==> src/rtl/rom_table_streamer.sv <==
// rom_table_streamer
// Snapshots an 8 x 4-bit parallel ROM table on a start command and streams a burst of
// entries over valid/ready, starting at a programmable index and wrapping modulo DEPTH.
// The sum of all delivered beats is accumulated alongside the burst.
//
// Ports:
//   clk          clock, rising edge
//   rst_n        asynchronous active-low reset
//   tbl_i        flattened table, entry k = tbl_i[k*DW +: DW]
//   start_i      start request, level sampled each cycle
//   start_idx_i  first entry index of the burst
//   len_i        burst length 1..DEPTH, 0 is ignored
//   out_valid_o  output beat valid
//   out_ready_i  downstream ready
//   out_data_o   entry value of the current beat
//   out_idx_o    table index of the current beat
//   out_last_o   final beat of the burst
//   busy_o       high while streaming or finishing
//   done_o       one-cycle pulse after the last beat is accepted
//   sum_o        sum of the beats delivered in the current/last burst
module rom_table_streamer #(
  parameter int unsigned DEPTH = 8,
  parameter int unsigned DW    = 4,
  parameter int unsigned AW    = 3
) (
  input  logic                clk,
  input  logic                rst_n,
  input  logic [DEPTH*DW-1:0] tbl_i,
  input  logic                start_i,
  input  logic [AW-1:0]       start_idx_i,
  input  logic [AW:0]         len_i,
  output logic                out_valid_o,
  input  logic                out_ready_i,
  output logic [DW-1:0]       out_data_o,
  output logic [AW-1:0]       out_idx_o,
  output logic                out_last_o,
  output logic                busy_o,
  output logic                done_o,
  output logic [DW+AW-1:0]    sum_o
);

  localparam int unsigned SW = DW + AW;

  typedef enum logic [1:0] {StIdle, StStream, StDone} state_e;

  state_e              state_q, state_d;
  logic [DEPTH*DW-1:0] snap_q, snap_d;
  logic [AW-1:0]       idx_q, idx_d;
  logic [AW:0]         rem_q, rem_d;
  logic                valid_q, valid_d;
  logic [SW-1:0]       sum_q, sum_d;
  logic [DW-1:0]       cur_data;
  logic                is_last;

  // Beat data comes straight from the snapshot, so later tbl_i changes cannot leak in.
  assign cur_data = snap_q[DW*idx_q +: DW];
  assign is_last  = (rem_q == (AW+1)'(1));

  always_comb begin
    state_d = state_q;
    snap_d  = snap_q;
    idx_d   = idx_q;
    rem_d   = rem_q;
    valid_d = valid_q;
    sum_d   = sum_q;
    unique case (state_q)
      StIdle: begin
        if (start_i && (len_i != '0)) begin
          snap_d  = tbl_i;
          idx_d   = start_idx_i;
          rem_d   = len_i;
          sum_d   = '0;
          valid_d = 1'b1;
          state_d = StStream;
        end
      end
      StStream: begin
        if (valid_q && out_ready_i) begin
          sum_d = sum_q + {{AW{1'b0}}, cur_data};
          if (is_last) begin
            valid_d = 1'b0;
            state_d = StDone;
          end else begin
            // DEPTH is a power of two, so natural AW-bit overflow is the wrap.
            idx_d = idx_q + 1'b1;
            rem_d = rem_q - 1'b1;
          end
        end
      end
      StDone: begin
        state_d = StIdle;
      end
      default: begin
        state_d = StIdle;
      end
    endcase
  end

  always_ff @(posedge clk or negedge rst_n) begin
    if (!rst_n) begin
      state_q <= StIdle;
      snap_q  <= '0;
      idx_q   <= '0;
      rem_q   <= '0;
      valid_q <= 1'b0;
      sum_q   <= '0;
    end else begin
      state_q <= state_d;
      snap_q  <= snap_d;
      idx_q   <= idx_d;
      rem_q   <= rem_d;
      valid_q <= valid_d;
      sum_q   <= sum_d;
    end
  end

  assign out_valid_o = valid_q;
  assign out_data_o  = cur_data;
  assign out_idx_o   = idx_q;
  assign out_last_o  = valid_q && is_last;
  assign busy_o      = (state_q != StIdle);
  assign done_o      = (state_q == StDone);
  assign sum_o       = sum_q;

endmodule

==> config.mk <==
export PLATFORM = sky130hd
export DESIGN_NAME = rom_table_streamer
export DESIGN_NICKNAME = d
export VERILOG_FILES = /design/src/rtl/rom_table_streamer.sv
export SDC_FILE = /design/constraint.sdc
export NUM_CORES = 1
export LEC_CHECK = 0
export CAP_MARGIN = 10
export CORE_UTILIZATION = 40
export CTS_BUF_LIST = sky130_fd_sc_hd__clkbuf_8
export DETAILED_ROUTE_END_ITERATION = 8
export DONT_BUFFER_PORTS = 1
export PLACE_DENSITY = 0.67
export RECOVER_POWER = 100
export REMOVE_ABC_BUFFERS = 1
export SYNTH_ARGS = -nofsm -noshare
export SYNTH_HDL_FRONTEND = slang
export SYNTH_SLANG_ARGS = --single-unit
==> constraint.sdc <==
create_clock -name clk -period 2.35 [get_ports clk]
set_input_delay 0.47 -clock clk [delete_from_list [all_inputs] [get_ports clk]]
set_output_delay 0.47 -clock clk [all_outputs]
set_load 0.01 [all_outputs]
==> flow_summary.json <==
{
  "status": "finished, violations left",
  "violations": "negative setup slack",
  "p_leak_nw": 1.38,
  "tightest_slew_ns": 1.22,
  "synthTopCellsByCount": "110 x nand2_1, 49 x dfrtp_1, 13 x o21ai_0",
  "ys_ff_latch": 49,
  "path_clk_slew_ns": 0.09,
  "place_inst": 341,
  "start_kind": "flop",
  "yosys_warnings": 0,
  "finalPower_mw": 4.56,
  "slew_violations": 0,
  "cts_buffers": 5,
  "async_reset_ff_share_pct": 100,
  "dp_hpwl_um": 3990,
  "comb_power_share_pct": 51.7,
  "cts_root_buffer": "clkbuf_8",
  "wl_um": 5560,
  "wl_per_cell_um": 15.7,
  "pwr-share-seq_pct": 34.7,
  "synth_cell_type_count": 37,
  "grt.total_usage_pct": 18.3,
  "via_count": 1848,
  "htreeDepth": 2,
  "p_clk_share_pct": 13.5,
  "netlist.area_leader.share_pct": 49.3,
  "insertion_delay_ns": 0.30,
  "vias_per_cell": 5.22,
  "dieWidth_um": 80.8,
  "switching_power_mw": 1.75,
  "grt_pass1_vias": 1826,
  "crit_type": "reg2out",
  "max_freq_mhz": 413,
  "die_y_um": 80.8,
  "yosys.area.top_type": "dfrtp_1",
  "netlist_instances": 261,
  "hold_viol": 0,
  "routabilityCongestion": 0.807,
  "die-area_sq_um": 6530,
  "p_int_mw": 2.81,
  "final_cells": 354,
  "rows": 28,
  "arrival_ns": 1.95,
  "antennaDiodeCount": 0,
  "antenna_found_initial": 0,
  "tns_ns": -0.286,
  "setup_slack_ns": -0.0738,
  "switching_share_pct": 38.4,
  "ctsLongestPathBuffers": 2,
  "min_path_type": "in2reg",
  "drive_above_1_share_pct": 18.6,
  "num-nets-final": 329,
  "synth.most_common_cell": "nand2_1",
  "portBuffers": 0,
  "rsz0062_at_grt": "true",
  "cap_violations": 0,
  "cp.required_ns": 1.88,
  "power.density_nw_per_um2": 1590,
  "route.detailed.drc": 0,
  "grt_pass1_wl_um": 8960,
  "synth_seq_area_share_pct": 49.3,
  "synth_enable_flop_cells": 0,
  "dr.pass1.iters": 4,
  "setup_violations": 7,
  "min_period_ns": 2.42,
  "overflow": 0,
  "place_ws_ns": -0.252,
  "core_area_sq_um": 5960,
  "ant_nets": 0,
  "synth_area_sq_um": 2490,
  "synth_ff_type": "dfrtp_1",
  "critPathMaxFanout": 5,
  "max-slew-margin-rel_pct": 18.8,
  "fin_crit_sh_pct": 103,
  "clock_skew_ns": 0.00413,
  "cp-end-kind": "primary output",
  "ir_drop_mv": 0.631,
  "grt_start_max_net_pins": 50,
  "drtIter0Drc": 67,
  "cts_sinks": 49,
  "synth_area_leaders": "dfrtp_1 49%, nand2_1 17%, mux4_2 7.2%, ha_1 3.5%, o21ai_0 2.6%",
  "io_pins": 61,
  "syn_area_per_cell_sq_um": 9.53,
  "cts_tree": "built",
  "syn_to_final_growth_pct": 15.6,
  "start_util_pct": 41.7
}
-- logic make-up (layout without fill, tap and decap cells) --
| kind of cell | count (synthesis) | count (layout) | synth area share, % |
|---|---|---|---|
| DFF | 49 | 49 | 49.3 |
| xor gates and xnor gates | 1 | 1 | 0.352 |
| AOI/OAI and AO/OA | 30 | 30 | 7.95 |
| and+or+nand+nor | 138 | 138 | 22.9 |
| muxes | 15 | 15 | 10.2 |
| buffers and inverters | 20 | 38 | 4.88 |
| adders and majority gates | 8 | 8 | 4.33 |
-- cell type report --
cell class | count | area [sq um]
clock buffer | 6 | 82.6
inverter | 6 | 22.5
timing repair buffer | 24 | 186
multi-input combinational | 192 | 1230
clock inverter | 2 | 33.8
tap | 75 | 93.8
fill | 573 | 3080
sequential | 49 | 1230
-- power by group through the flow --
stage	combinational, mW	clock [mW]	sequential, mW
finish	2.36	0.617	1.58
global route	2.64	0.662	1.64
CTS	2.28	0.630	1.58
detailed placement	1.97	0	1.58
global placement	1.90	0	1.57
floorplan	1.28	0	1.52
-- routing by layer --
layer | vias up | routed length (um) | global-route usage, %
met1 | 891 | 2520 | 23.7
met3 | 7 | 372 | 5.06
met5 | - | 0 | 0
met2 | 51 | 2590 | 29.2
met4 | 0 | 73 | 6.96
li1 | 899 | - | -
-- repair_timing --
item,CTS,global route
resized for setup,19,5
endpoints found under the hold margin,49,0
setup endpoints to repair,7,7
pin swaps,4,5
setup buffers,2,3
hold buffers,1,0
-- worst paths after layout --
kind	slack [ns]	depth (start not counted)	to	start
min reg2reg	0.48	2	snap_q[5]	snap_q[5]
max	-0.07	5	out_data_o[2]	out_idx_o[0]
max in group asynchronous	1.13	1	out_idx_o[0]	rst_n
min	0.27	2	snap_q[24]	tbl_i[24]
max reg2reg	-0.05	8	sum_o[6]	out_idx_o[0]
min in group asynchronous	0.41	1	snap_q[24]	rst_n
-- state kept, by name (all words and copies together) (netlist names) --
signal / cells
state_q: 2
out_idx_o: 3
rem_q: 4
out_valid_o: 1
snap_q: 32
sum_o: 7
-- cell usage in the layout, fill, tap and decap left out, types with 5 or more instances in the layout --
cell      synthesis  final
clkbuf_8          0      6
dfrtp_1          49     48
nand2_1         110    110
mux4_2            8      8
buf_4             1     11
buf_6             5      7
nor2_1            8      8
nand3_1           5      5
inv_1             6      5
o21ai_0          13     12
-- per-stage QoR --
stage               util (%)  cell area, sq um  hold slack (ns)
floorplan                  -              2390            0.174
global placement        44.1              2620            0.176
detailed placement      44.1              2620            0.176
CTS                     48.2              2870           0.0136
global route            48.2              2870            0.257
finish                  48.2              2870            0.270
-- critical path: stages, from the launching register on --
cell	delay (ns)
dfrtp_2	0.44
buf_6	0.15
mux4_2	0.49
mux2_4	0.31
buf_4	0.14
buf_4	0.13
(Power assumes the default switching activity.)
